<file path="config.mk">
export PLATFORM = sky130hd
export DESIGN_NAME = mem_access_unit
export DESIGN_NICKNAME = d
export VERILOG_FILES = /design/src/rtl/mem_access_unit.sv
export SDC_FILE = /design/constraint.sdc
export NUM_CORES = 1
export LEC_CHECK = 0
export CELL_PAD_IN_SITES_DETAIL_PLACEMENT = 1
export CELL_PAD_IN_SITES_GLOBAL_PLACEMENT = 1
export CORE_MARGIN = 2
export CORE_UTILIZATION = 27
export CTS_CLUSTER_SIZE = 25
export DETAILED_ROUTE_END_ITERATION = 16
export GPL_TIMING_DRIVEN = 0
export PLACE_DENSITY_LB_ADDON = 0.1
export SKIP_LAST_GASP = 1
export SLEW_MARGIN = 20
export SYNTH_ARGS = -nofsm -noshare
export SYNTH_HDL_FRONTEND = slang
export SYNTH_SLANG_ARGS = --single-unit
</file>
<file path="constraint.sdc">
create_clock -name clk -period 1.8 [get_ports clk]
set_input_delay 0.45 -clock clk [delete_from_list [all_inputs] [get_ports clk]]
set_output_delay 0.45 -clock clk [all_outputs]
set_load 0.05 [all_outputs]
</file>
<file path="src/rtl/mem_access_unit.sv">
// Memory-stage data access controller: issues handshaked data-memory requests,
// stalls the pipeline until completion and returns aligned, extended load data.
module mem_access_unit #(
   parameter int N       = 32,
   parameter int TIMEOUT = 255
) (
   input  logic         clk,
   input  logic         reset,
   input  logic         MEM_MemRead_Input,
   input  logic         MEM_MemWrite_Input,
   input  logic [1:0]   MEM_MemSize_Input,
   input  logic         MEM_MemSigned_Input,
   input  logic [N-1:0] MEM_Address_Input,
   input  logic [N-1:0] MEM_WriteData_Input,
   output logic [N-1:0] MEM_ReadData_Output,
   output logic         MEM_Stall_Output,
   output logic         MEM_Misaligned_Output,
   output logic         MEM_BusError_Output,
   output logic         dmem_req,
   output logic         dmem_we,
   output logic [N-1:0] dmem_addr,
   output logic [3:0]   dmem_be,
   output logic [N-1:0] dmem_wdata,
   input  logic [N-1:0] dmem_rdata,
   input  logic         dmem_ready
);

   localparam int CW = ($clog2(TIMEOUT + 1) > 8) ? $clog2(TIMEOUT + 1) : 8;

   typedef enum logic [1:0] {
      S_IDLE,
      S_ACCESS,
      S_DONE
   } state_t;

   state_t          r_state;
   state_t          w_next;
   logic            r_req;
   logic            r_we;
   logic [N-1:0]    r_addr;
   logic [3:0]      r_be;
   logic [N-1:0]    r_wdata;
   logic [1:0]      r_size;
   logic            r_signed;
   logic [1:0]      r_lane;
   logic [N-1:0]    r_rdata;
   logic            r_misaligned;
   logic            r_buserr;
   logic [CW-1:0]   r_cnt;

   logic            w_access;
   logic            w_misaligned;
   logic            w_timeout;
   logic            w_stall;
   logic [3:0]      w_be;
   logic [N-1:0]    w_wdata;
   logic [7:0]      w_byte;
   logic [15:0]     w_half;
   logic [N-1:0]    w_load_val;

   assign w_access     = MEM_MemRead_Input | MEM_MemWrite_Input;
   assign w_misaligned = w_access &
                         (((MEM_MemSize_Input == 2'b01) && MEM_Address_Input[0]) ||
                          (MEM_MemSize_Input[1] && (MEM_Address_Input[1:0] != 2'b00)));
   assign w_timeout    = (r_cnt == CW'(TIMEOUT - 1));

   always_comb begin
      w_be    = 4'b1111;
      w_wdata = MEM_WriteData_Input;
      case (MEM_MemSize_Input)
         2'b00: begin
            w_be    = 4'b0001 << MEM_Address_Input[1:0];
            w_wdata = {4{MEM_WriteData_Input[7:0]}};
         end
         2'b01: begin
            w_be    = MEM_Address_Input[1] ? 4'b1100 : 4'b0011;
            w_wdata = {2{MEM_WriteData_Input[15:0]}};
         end
         default: ;
      endcase
   end

   // Extraction uses the lane/size latched at request time, not the live inputs.
   assign w_byte = dmem_rdata[{r_lane, 3'b000} +: 8];
   assign w_half = dmem_rdata[{r_lane[1], 4'b0000} +: 16];

   always_comb begin
      w_load_val = dmem_rdata;
      case (r_size)
         2'b00:   w_load_val = {{(N-8){r_signed & w_byte[7]}}, w_byte};
         2'b01:   w_load_val = {{(N-16){r_signed & w_half[15]}}, w_half};
         default: ;
      endcase
   end

   always_comb begin
      w_next  = r_state;
      w_stall = 1'b0;
      case (r_state)
         S_IDLE: begin
            if (w_access) begin
               w_stall = 1'b1;
               w_next  = w_misaligned ? S_DONE : S_ACCESS;
            end
         end
         S_ACCESS: begin
            w_stall = 1'b1;
            if (dmem_ready || w_timeout) w_next = S_DONE;
         end
         S_DONE:  w_next = S_IDLE;
         default: w_next = S_IDLE;
      endcase
   end

   // NOTE: stall is combinational from the inputs, so reset must mask it directly.
   assign MEM_Stall_Output = w_stall & ~reset;

   always_ff @(posedge clk) begin
      if (reset) begin
         r_state      <= S_IDLE;
         r_req        <= 1'b0;
         r_we         <= 1'b0;
         r_addr       <= '0;
         r_be         <= '0;
         r_wdata      <= '0;
         r_size       <= '0;
         r_signed     <= 1'b0;
         r_lane       <= '0;
         r_rdata      <= '0;
         r_misaligned <= 1'b0;
         r_buserr     <= 1'b0;
         r_cnt        <= '0;
      end else begin
         r_state      <= w_next;
         r_misaligned <= 1'b0;
         r_buserr     <= 1'b0;
         case (r_state)
            S_IDLE: begin
               if (w_access && !w_misaligned) begin
                  r_req    <= 1'b1;
                  r_we     <= MEM_MemWrite_Input;
                  r_addr   <= {MEM_Address_Input[N-1:2], 2'b00};
                  r_be     <= w_be;
                  r_wdata  <= w_wdata;
                  r_size   <= MEM_MemSize_Input;
                  r_signed <= MEM_MemSigned_Input;
                  r_lane   <= MEM_Address_Input[1:0];
                  r_cnt    <= '0;
               end else if (w_misaligned) begin
                  r_rdata      <= '0;
                  r_misaligned <= 1'b1;
               end
            end
            S_ACCESS: begin
               r_cnt <= r_cnt + 1'b1;
               if (dmem_ready) begin
                  r_req   <= 1'b0;
                  r_rdata <= r_we ? '0 : w_load_val;
               end else if (w_timeout) begin
                  r_req    <= 1'b0;
                  r_rdata  <= '0;
                  r_buserr <= 1'b1;
               end
            end
            default: ;
         endcase
      end
   end

   assign MEM_ReadData_Output   = r_rdata;
   assign MEM_Misaligned_Output = r_misaligned;
   assign MEM_BusError_Output   = r_buserr;
   assign dmem_req              = r_req;
   assign dmem_we               = r_we;
   assign dmem_addr             = r_addr;
   assign dmem_be               = r_be;
   assign dmem_wdata            = r_wdata;

endmodule

</file>
Word-level counts from Yosys, hierarchy flattened
Index checks and enable logic that the tools add are counted.
Cells by class
  equal/unequal tests: 10
  bitwise logic cells: 8
  shifts and indexed selects: 3
  divide/modulo/power cells: 0
  multipliers: 0
  reduce and logical (&&, ||, !) cells: 18
  order comparisons: 0
  add/sub/neg operators: 1
  multiplexer cells: 24
Operators with widths (count)
  32-bit case mux with 2 select lines: 3
  32-bit two-way mux: 5
  32-bit by 6-bit variable part select with 16-bit output: 1
  32-bit by 6-bit variable part select with 8-bit output: 1
  8-bit case mux with 2 select lines: 1
  2-bit != test (second input constant): 5
  8-bit by 1-bit adder with 8-bit output (second input constant): 1
  8-bit == test (second input constant): 1
  8-bit two-way mux: 1
  4-bit case mux with 2 select lines: 1
  2-bit by 1-bit == test with 1-bit output (second input constant): 3
  2-bit logical NOT: 3
  1-bit two-way mux: 6
  2-bit two-way mux: 3
  2-bit AND reduction: 3
  3-bit OR reduction: 2
  1-bit bitwise AND: 4
  4-bit two-way mux: 1
  1-bit case mux with 2 select lines: 2
  2-bit case mux with 2 select lines: 1
  4-bit AND reduction: 1
  2-bit nonzero test: 2
  1-bit by 2-bit << shifter with 4-bit output (first input constant): 1
  1-bit logical AND: 3
  other kinds (6): 9
Storage, ports and cells
  word-level logic and storage cells: 77
  bits in read-only memories: 0
  bits in registers: 117
  output and inout port bits: 105
  memories kept: 0
  bits of input ports: 104
  latch bits: 0
  RAM bits: 0

Depth between registers and ports, before layout
Gate-level depths: netlist of the first run.
  word-level depth: 8
  gate-level depth with buffers: 7

Worst setup path after synthesis of the first run
No wires, ideal clock.
  kind: input to output
  from: input port reset
  to: output port MEM_Stall_Output
  path slack: -0.764 ns
  required time: 1.350 ns
  stages: 4
  data arrival time: 2.114 ns
  path through: clkbuf_1 -> clkbuf_1 -> clkbuf_1 -> nor3_1
On the way
  word-level cells in the longest chain between the ends: 2
RTL lines
  from (decl): line 8  | input logic reset,
  1-bit inverter: line 116  | assign MEM_Stall_Output = w_stall & ~reset;
  1-bit bitwise AND: line 116
  to (decl): line 16  | output logic MEM_Stall_Output,
No other way between the ends.

Final worst setup path of the first run
Same ends and word-level chain as after synthesis.

==> results.txt, run 1 <==
count leader, synth: nand2_1
Area Overhead vs Synth: 62.3%
Final nets: 924
Critical Path Stages: 5
Commonest cells post-synth: nand2_1 (118), dfxtp_1 (117), a21oi_1 (86), nor2_1 (28), clkbuf_1 (24)
FP Rows: 49
post-synth top area cell: dfxtp_1
Final WS setup: -35.5 ps
Slew Limit Headroom: 0.461
crit path from: reset
Pwr Total: 8.03 mW
arrival time worst endpoint: 1390 ps
largest net degree at the start of global routing: 17
path type of the worst min-delay path: input pin to flip-flop
DRT iter0 DRCs: 247
Final Hold Fails: 0
Mapped Avg Cell Area: 8.67 sq um
via count: 5374
top cell type's share of synthesized area: 0.465
Leak: 3.37 nW
Via density: 5.08
final setup vio count: 1
clk_lat worst skew: 410 ps
Synth area leaders: dfxtp_1 (47%), nand2_1 (8.8%), a21oi_1 (8.5%)
critical path class: input pin to primary output
diode count: 0
Root Driver: clkbuf_16
Avg WL per Cell: 19.3 um
crit start category: input pin
fmax: 545 MHz
Netlist cell types: 53
synth warn: 0
worst hold slack: 424 ps
share of cells above drive strength 1: 0.138
drt first pass iters: 6
Die Ht: 141 um
Max VDD drop: 0.000681 V
worst r2r path cells: 6
Syn Inst Count: 581
Mapped Area: 5040 sq um
Buffers on Ports: 204
CP peak stage delay: 220 ps
DRC: 0
clk slew on worst S/H paths: 50 ps
Largest delay share family, worst path: buffers and inverters
die area: 19800 sq um
RR Startpoint: r_state[0]
vias in the first global route: 5717
total CTS buffers: 17
Max Cap Viol: 0
R2R setup slack: 20 ps
CTS sink cnt: 117
remaining antenna violation count after routing: 0
reg2reg end: r_cnt[4]
Post-synth ARST share: 0
crit path capture: MEM_Stall_Output
pre-CTS setup slack: -927 ps
DP Wirelength: 15000 um
status: complete, but fails checks
register area share after synthesis: 0.465
Required @ worst endpoint: 1350 ps
prevailing post-synth register cell: dfxtp_1
core area: 18100 sq um
Routed WL: 20400 um
flops & latches, synth: 117
FILL cells: 2143
Final Critical Period: 1840 ps
Clock Tree Buf Depth: 2
CP Max Fanout: 10
TritonCTS clock tree: built
H-tree depth: 4
Post-synth EDFFs: 0
failing checks: negative setup slack
Hold Crit Start: MEM_MemSize_Input[1]
worst-margin pin slew: 808 ps
Final Max Tran Viols: 0
initial antenna violation count: 0
worst path cell trace: buf_2, buf_8, clkbuf_8, nor3_4, buf_6
die width: 141 um
Starting Density: 0.278
unrepaired setup endpoints after global routing: true
total grt overflow: 0
Crit. End Element: primary output
gr usage total: 0.207
worst path bufs/invs: 4
period utilization: 1.02
Post-Route Skew: 11.7 ps
final weighted congestion in routability-driven placement: 0.803
first-pass GRT wire length: 32000 um
Worst path slowest cell: nor3_4
# IOs: 209
PwrDens: 982 nW/um^2
final cells by class:
cell class                      instances  area (sq um)  share of cell area
Timing Repair Buffer                  219          2050               0.251
Inverter                                6          22.5             0.00276
Tap cell                              229           287              0.0351
Clock buffer                           20           447              0.0546
Buffer                                 48           362              0.0442
Clock inverter                         10           109              0.0133
Sequential cell                       117          2350               0.287
Multi-Input combinational cell        409          2550               0.312
what timing repair did:
action,CTS,global route
setup endpoints to repair,216,109
endpoints found under the hold margin,0,0
gates resized for setup,150,55
hold buffers,0,0
pin swaps,6,11
buffers inserted,9,4
cloned,2,0
sequential cells by signal, indices dropped and copies added, names as in the netlist:
register / cells
MEM_BusError_Output: 1
MEM_Misaligned_Output: 1
MEM_ReadData_Output: 32
dmem_addr: 30
dmem_be: 4
dmem_req: 1
dmem_wdata: 32
dmem_we: 1
r_cnt: 8
r_lane: 2
r_signed: 1
r_size: 2
r_state: 2
cells in the final DEF, fill, tap and decap left out, drive strengths merged, types with 10 or more instances in the layout:
cell	instances
a311oi	13
mux2i	16
dfxtp	117
nor2	28
o2bb2ai	19
clkdlybuf4s15	13
clkdlybuf4s50	96
o21ai	18
buf	38
a211oi	10
nand2	118
clkbuf	48
dlygate4sd2	92
a21oi	86
kinds of logic after synthesis:
family / Yosys count / synth area share
AOI/OAI and AO/OA: 193 / 0.259
and+or+nand+nor: 187 / 0.165
DFF: 117 / 0.465
buffers and inverters: 56 / 0.0524
muxes: 25 / 0.0519
adders and majority gates: 2 / 0.00497
other: 1 / 0.000745
worst reg2reg max path, stage by stage (launching register included):
cell and delay [ps]:
dfxtp_4 370, o21bai_4 180, or4b_4 610, buf_8 180, clkbuf_2 140, nand3_1 90
a21oi_1 60
worst min-delay path by stage:
stage / end / slack (ps) / cells past startpoint
6_report: MEM_Misaligned_Output / 420 / 3
5_1_grt: MEM_Misaligned_Output / 420 / 3
4_1_cts: MEM_Misaligned_Output / 380 / 3
3_5_place_dp: dmem_wdata[1] / 450 / 2
3_3_place_gp: dmem_addr[2] / 440 / 2
2_1_floorplan: r_cnt[7] / 430 / 1
per-stage QoR:
stage          std cells  TNS, ps   util  cell area, sq um
2_1_floorplan        582    -26.7      -              5090
6_report            1058    -35.5  0.450              8170
5_1_grt             1058     -188  0.450              8170
3_3_place_gp        1015   -78780  0.409              7420
4_1_cts             1056     -201  0.444              8060
3_5_place_dp        1015   -81030  0.409              7420
report_power, final:
group / total (mW) / leakage, nW / internal [mW] / switching [mW]
clock: 3.24 / 0.271 / 2.04 / 1.20
combinational: 1.94 / 2.15 / 0.717 / 1.22
sequential: 2.85 / 0.955 / 2.75 / 0.0980
routing by layer:
layer	track usage	part of all wire	vias to the layer above
met5	0	0	-
met4	0.0579	0.014	0
met3	0.0605	0.073	23
met2	0.351	0.48	191
met1	0.259	0.44	2604
li1	-	-	2556
(Power assumes the default switching activity.)
==> run 2: changes to the inputs <==
--- a/config.mk
+++ b/config.mk
@@ -9,6 +9,7 @@
 export CELL_PAD_IN_SITES_GLOBAL_PLACEMENT = 1
 export CORE_MARGIN = 2
 export CORE_UTILIZATION = 27
+export CTS_BUF_LIST = sky130_fd_sc_hd__clkbuf_2
 export CTS_CLUSTER_SIZE = 25
 export DETAILED_ROUTE_END_ITERATION = 16
 export GPL_TIMING_DRIVEN = 0
==> results.txt, run 2 (same netlist as run 1, synthesis figures left out) <==
path type of the worst min-delay path: input pin to flip-flop
Post-Route Skew: 35.2 ps (+23.5 ps)
H-tree depth: 4 (unchanged)
drt first pass iters: 4 (-2)
Slew Limit Headroom: 0.483 (+0.0218)
combinational share of power: 0.334 (+0.093)
gr usage total: 0.202 (-0.00549)
Pint: 4.34 mW (-21%)
critical path class: flip-flop to flip-flop
final core occ: 0.471 (+0.0205)
final setup vio count: 81 (+80)
status: complete, but fails checks
Final Hold Fails: 0 (unchanged)
CP Max Fanout: 8 (-2)
core area: 18100 sq um (unchanged)
commonest non-fill, non-tap cells in the layout: nand2_1 (112), clkdlybuf4s50_1 (101), buf_6 (83), a21oi_1 (82), dfxtp_1 (80)
initial antenna violation count: 1 (+1)
clk_lat worst skew: 690 ps (+280 ps)
final non-filler cell total: 1092 (+3.2%)
Crit. End Element: flip-flop
Required @ worst endpoint: 2350 ps (+1000 ps)
commonest non-fill, non-tap cell in the layout: nand2_1
Clock Tree Buf Depth: 2 (unchanged)
Final Critical Period: 1950 ps (+114 ps)
die area: 19800 sq um (unchanged)
Max Cap Viol: 0 (unchanged)
DRT iter0 DRCs: 280 (+13%)
DRC: 0 (unchanged)
failing checks: negative setup slack
Buffers on Ports: 204 (unchanged)
DP Wirelength: 15000 um (unchanged)
CTS sink cnt: 117 (unchanged)
Psw: 2.47 mW (-1.8%)
power share of the clock group: 0.245 (-0.159)
Root Driver: clkbuf_2
remaining antenna violation count after routing: 0 (unchanged)
fmax: 513 MHz (-5.9%)
Cells after DPL: 1015 (unchanged)
total grt overflow: 0 (unchanged)
Via density: 5.09 (+0.15%)
share of cells above drive strength 1: 0.348 (+0.211)
worst-margin pin slew: 776 ps (-32.8 ps)
crit start category: flip-flop
Final WS setup: -150 ps (-114 ps)
Final Max Tran Viols: 0 (unchanged)
die width: 141 um (unchanged)
Die Ht: 141 um (unchanged)
PwrDens: 797 nW/um^2 (-19%)
arrival time worst endpoint: 2500 ps (+1110 ps)
vias in the first global route: 5701 (-0.28%)
TritonCTS clock tree: built
unrepaired setup endpoints after global routing: true
Avg WL per Cell: 19.4 um (+0.91%)
FP Rows: 49 (unchanged)
total CTS buffers: 17 (unchanged)
Max VDD drop: 0.000343 V (-50%)
Leak: 3.37 nW (-0.20%)
# IOs: 209 (unchanged)
Area Overhead vs Synth: 69.7%
pre-CTS setup slack: -927 ps (unchanged)
final weighted congestion in routability-driven placement: 0.803 (unchanged)
via count: 5555 (+3.4%)
largest net degree at the start of global routing: 17 (unchanged)
sequential power share: 0.421 (+0.066)
clk slew on worst S/H paths: 170 ps (+120 ps)
Final nets: 957 (+3.6%)
first-pass GRT wire length: 31300 um (-1.9%)
switch share: 0.362 (+0.0491)
Starting Density: 0.278 (unchanged)
Routed WL: 21200 um (+4.1%)
period utilization: 1.08 (+0.0636)
run 2: worst max-delay path: stages (launching register included):
cell and delay, ps:
dfxtp_4 390, buf_4 150, o21bai_4 190, or4b_4 640
buf_8 190, a211oi_4 190, nor3_1 70
run 2: per-layer routing:
| layer | part of all wire | up-vias | GRT usage |
|---|---|---|---|
| met5 | 0 | - | 0 |
| met3 | 0.064 | 17 | 0.0635 |
| met2 | 0.48 | 169 | 0.335 |
| met4 | 0.010 | 0 | 0.0553 |
| li1 | - | 2634 | - |
| met1 | 0.45 | 2735 | 0.254 |
run 2: final cells by class:
class                           instances  area, sq um
Tap cell                              229          287
Sequential cell                       117         2400
Inverter                                6         22.5
Fill cell                            2083         9600
Buffer                                 47          404
Clock buffer                           19         95.1
Antenna cell                            1         2.50
Multi-Input combinational cell        410         2700
Timing Repair Buffer                  252         2520
Clock inverter                         11          113
run 2: power by group through the flow:
stage                     clock network, mW  logic [mW]  registers, mW
after detailed placement                  0        1.89           2.90
after floorplan                           0       0.634           3.38
final                                  1.67        2.27           2.87
after global placement                    0        1.86           2.90
after global routing                   1.82        2.41           2.89
after CTS                              1.72        1.96           2.85
run 2: per-stage QoR:
step / power [mW] / instance area (sq um) / TNS, ps / hold slack (ps)
final: 6.81 / 8550 / -4940 / 110
after CTS: 6.53 / 7700 / -1430 / 10.3
after detailed placement: 4.79 / 7420 / -81030 / 449
after global placement: 4.76 / 7420 / -78780 / 442
after global routing: 7.13 / 8550 / -10060 / 64.2
after floorplan: 4.01 / 5090 / -26.7 / 432
run 2: worst paths after layout:
kind,startpoint,to,slack [ps],cells past startpoint
worst min register to register,dmem_wdata[1],dmem_wdata[1],470,2
worst max-delay path,r_state[0],dmem_be[2],-150,6
worst max register to register,r_state[0],dmem_be[2],-150,6
worst min-delay path,MEM_MemSize_Input[1],MEM_Misaligned_Output,110,3
run 2: timing repair:
action / 4_1_cts / 5_1_grt
hold buffers: 0 / 0
endpoints found under the setup margin: 170 / 167
gates cloned: 2 / 9
pin swaps: 5 / 25
hold endpoints to repair: 0 / 0
buffers inserted: 10 / 28
gates resized for setup: 672 / 172
==> run 3: changes to the inputs <==
--- a/config.mk
+++ b/config.mk
@@ -5,6 +5,7 @@
 export SDC_FILE = /design/constraint.sdc
 export NUM_CORES = 1
 export LEC_CHECK = 0
+export ABC_AREA = 1
 export CELL_PAD_IN_SITES_DETAIL_PLACEMENT = 1
 export CELL_PAD_IN_SITES_GLOBAL_PLACEMENT = 1
 export CORE_MARGIN = 2
@@ -12,6 +13,7 @@
 export CTS_BUF_LIST = sky130_fd_sc_hd__clkbuf_2
 export CTS_CLUSTER_SIZE = 25
 export DETAILED_ROUTE_END_ITERATION = 16
+export GPL_ROUTABILITY_DRIVEN = 0
 export GPL_TIMING_DRIVEN = 0
 export PLACE_DENSITY_LB_ADDON = 0.1
 export SKIP_LAST_GASP = 1
==> results.txt, run 3 <==
status: complete, but fails checks
failing checks: negative setup slack
Post-Route Skew: 36.1 ps (+0.954 ps)
FP Rows: 50 (+2.0%)
Sum Neg Setup Slack: -353 ps (+4590 ps)
Required @ worst endpoint: 1350 ps (-1000 ps)
Slew Limit Headroom: 0.474 (-0.00924)
pre-CTS setup slack: -936 ps (-8.17 ps)
worst-margin pin slew: 789 ps (+13.9 ps)
Crit. End Element: primary output
Max VDD drop: 0.000482 V (+40%)
Commonest cells post-synth: nand2_1 (254), a21oi_1 (122), dfxtp_1 (117), nor2_1 (49), o21ai_0 (43)
fmax: 485 MHz (-5.5%)
clk_lat worst skew: 660 ps (-30 ps)
synth warn: 0 (unchanged)
xor and xnor area share after synthesis: 0 (unchanged)
arrival time worst endpoint: 1610 ps (-890 ps)
Synth area leaders: dfxtp_1 (46%), nand2_1 (19%), a21oi_1 (12%)
# IOs: 209 (unchanged)
Mapped Area: 5130 sq um (+2.0%)
largest family of logic cells by synthesized area: simple AND/OR/NAND/NOR gates
crit start category: flip-flop
worst path cell trace: inv_2, nor2_4, inv_4, a21oi_4, buf_6
via count: 5642 (+1.6%)
Via density: 4.63 (-8.9%)
Buffers on Ports: 206 (+0.98%)
Avg WL per Cell: 16.4 um (-15%)
drt first pass iters: 6 (+2)
Pwr Total: 6.69 mW (-1.8%)
worst hold slack: 316 ps (+206 ps)
final non-filler cell total: 1218 (+12%)
mux contribution to synthesized area: 0 (-0.0519)
register area share after synthesis: 0.456 (-0.00895)
H-tree depth: 4 (unchanged)
initial antenna violation count: 1 (unchanged)
CTS sink cnt: 117 (unchanged)
post-synth top area cell: dfxtp_1
Starting Density: 0.275 (-0.00299)
power share of the clock group: 0.259 (+0.014)
Final Hold Fails: 0 (unchanged)
final setup vio count: 8 (-90%)
clk slew on worst S/H paths: 210 ps (+40 ps)
Largest delay share family, worst path: flip-flops
DRT iter0 DRCs: 150 (-46%)
Netlist cell types: 27 (-49%)
Psw: 2.52 mW (+1.9%)
Final nets: 1076 (+12%)
flops & latches, synth: 117 (unchanged)
DRC: 0 (unchanged)
count leader, synth: nand2_1
unrepaired setup endpoints after global routing: true
vias in the first global route: 5820 (+2.1%)
remaining antenna violation count after routing: 0 (unchanged)
DP Wirelength: 15300 um (+2.1%)
Root Driver: clkbuf_2
Final Critical Period: 2060 ps (+113 ps)
prevailing post-synth register cell: dfxtp_1
cts hold-fix bufs: 0 (unchanged)
top cell type's share of synthesized area: 0.456 (-0.00895)
Final WS setup: -263 ps (-113 ps)
die area: 20100 sq um (+1.9%)
core area: 18700 sq um (+3.1%)
die width: 142 um (+0.95%)
Routed WL: 20000 um (-5.6%)
sequential power share: 0.432 (+0.011)
critical path class: flip-flop to primary output
TritonCTS clock tree: built
path type of the worst min-delay path: input pin to flip-flop
Post-synth EDFFs: 0 (unchanged)
CP peak stage delay: 420 ps (-220 ps)
Mapped Avg Cell Area: 6.95 sq um (-20%)
Max Cap Viol: 0 (unchanged)
Die Ht: 142 um (+0.95%)
Final Max Tran Viols: 0 (unchanged)
total CTS buffers: 17 (unchanged)
worst path bufs/invs: 3 (+1)
CP Max Fanout: 3 (-5)
Syn Inst Count: 739 (+27%)
Post-synth ARST share: 0 (unchanged)
Clock Tree Buf Depth: 2 (unchanged)
period utilization: 1.15 (+0.0627)
Post-Synth Simple-Gate Area: 0.288 (+0.123)
largest net degree at the start of global routing: 17 (unchanged)
Synth Area in Adders: 0.00487 (-0.0000956)
total grt overflow: 0 (unchanged)
PwrDens: 847 nW/um^2 (+6.2%)
gr usage total: 0.198 (-0.00379)
combinational share of power: 0.309 (-0.025)
commonest non-fill, non-tap cells in the layout: nand2_1 (251), a21oi_1 (120), clkdlybuf4s50_1 (103), dfxtp_1 (76), buf_6 (73)
switch share: 0.376 (+0.0136)
Worst path slowest cell: dfxtp_4
Cells after DPL: 1180 (+16%)
share of cells above drive strength 1: 0.244 (-0.104)
Synth Area in Compound Gates: 0.178 (-0.0815)
Leak: 3.32 nW (-1.3%)
Pint: 4.18 mW (-3.9%)
Area Overhead vs Synth: 53.9%
commonest non-fill, non-tap cell in the layout: nand2_1
first-pass GRT wire length: 30800 um (-1.6%)
[run 3: cell types whose count changed in the layout (fill, tap and decap cells not counted), moves of 18 or more]
cell | previous run | this run
nand2_1 | 112 | 251
a21oi_1 | 82 | 120
nand3_1 | 4 | 35
buf_4 | 74 | 44
o21ai_0 | 16 | 43
inv_1 | 5 | 31
nor2_1 | 28 | 46
[run 3: worst reg2reg max path, stage by stage, from the launching register on]
cell,delay (ps)
dfxtp_2,390
inv_1,140
clkbuf_1,380
clkbuf_2,320
nand3_1,160
o211ai_1,130
a21oi_1,90
[run 3: final timing paths]
path	cells after the start	start	end	slack, ps
worst min register to register	2	MEM_ReadData_Output[1]	MEM_ReadData_Output[1]	470
worst max register to register	6	r_size[1]	MEM_ReadData_Output[1]	70
worst min-delay path	3	MEM_Address_Input[11]	dmem_addr[11]	320
worst max-delay path	5	r_state[0]	MEM_Stall_Output	-260
[run 3: final cells by class]
class                   count  area [sq um]
plain buffers              44           258
fillers                  2328         10800
clock inverters            13           133
repair buffers            211          2100
flip-flops and latches    117          2400
inverters                  36           138
well taps                 234           293
multi-input cells         543          2490
clock buffers              19          95.1
diodes                      1          2.50
[run 3: per-stage QoR]
step / instance area (sq um) / utilization
finish: 7900 / 0.422
detailed placement: 7500 / 0.401
CTS: 7530 / 0.403
global placement: 7500 / 0.401
global route: 7900 / 0.422
floorplan: 5140 / -
[run 3: power groups by stage]
stage,logic [mW],clock network (mW),registers (mW)
after floorplan,0.684,0,3.41
after global placement,2.02,0,2.90
after detailed placement,2.02,0,2.91
after CTS,2.01,1.80,2.86
after global routing,2.23,1.89,2.92
final,2.07,1.74,2.89
[run 3: cells by family (layout without fill, tap and decap cells)]
kind of cell	Yosys count	after routing
other	1	3
DFF	117	117
buffers and inverters	80	323
adders and majority gates	2	2
and+or+nand+nor	361	361
AOI/OAI and AO/OA	178	178
[run 3: repair_timing]
item,in CTS,in global routing
setup endpoints to repair,178,143
pin swaps,3,1
resized for setup,630,137
cloned,0,0
buffers inserted,4,1
[run 3: layer usage]
metal | share of wire | global-route usage
met2 | 0.48 | 0.340
met3 | 0.079 | 0.0739
met4 | 0.0072 | 0.0379
met5 | 0 | 0
met1 | 0.43 | 0.239
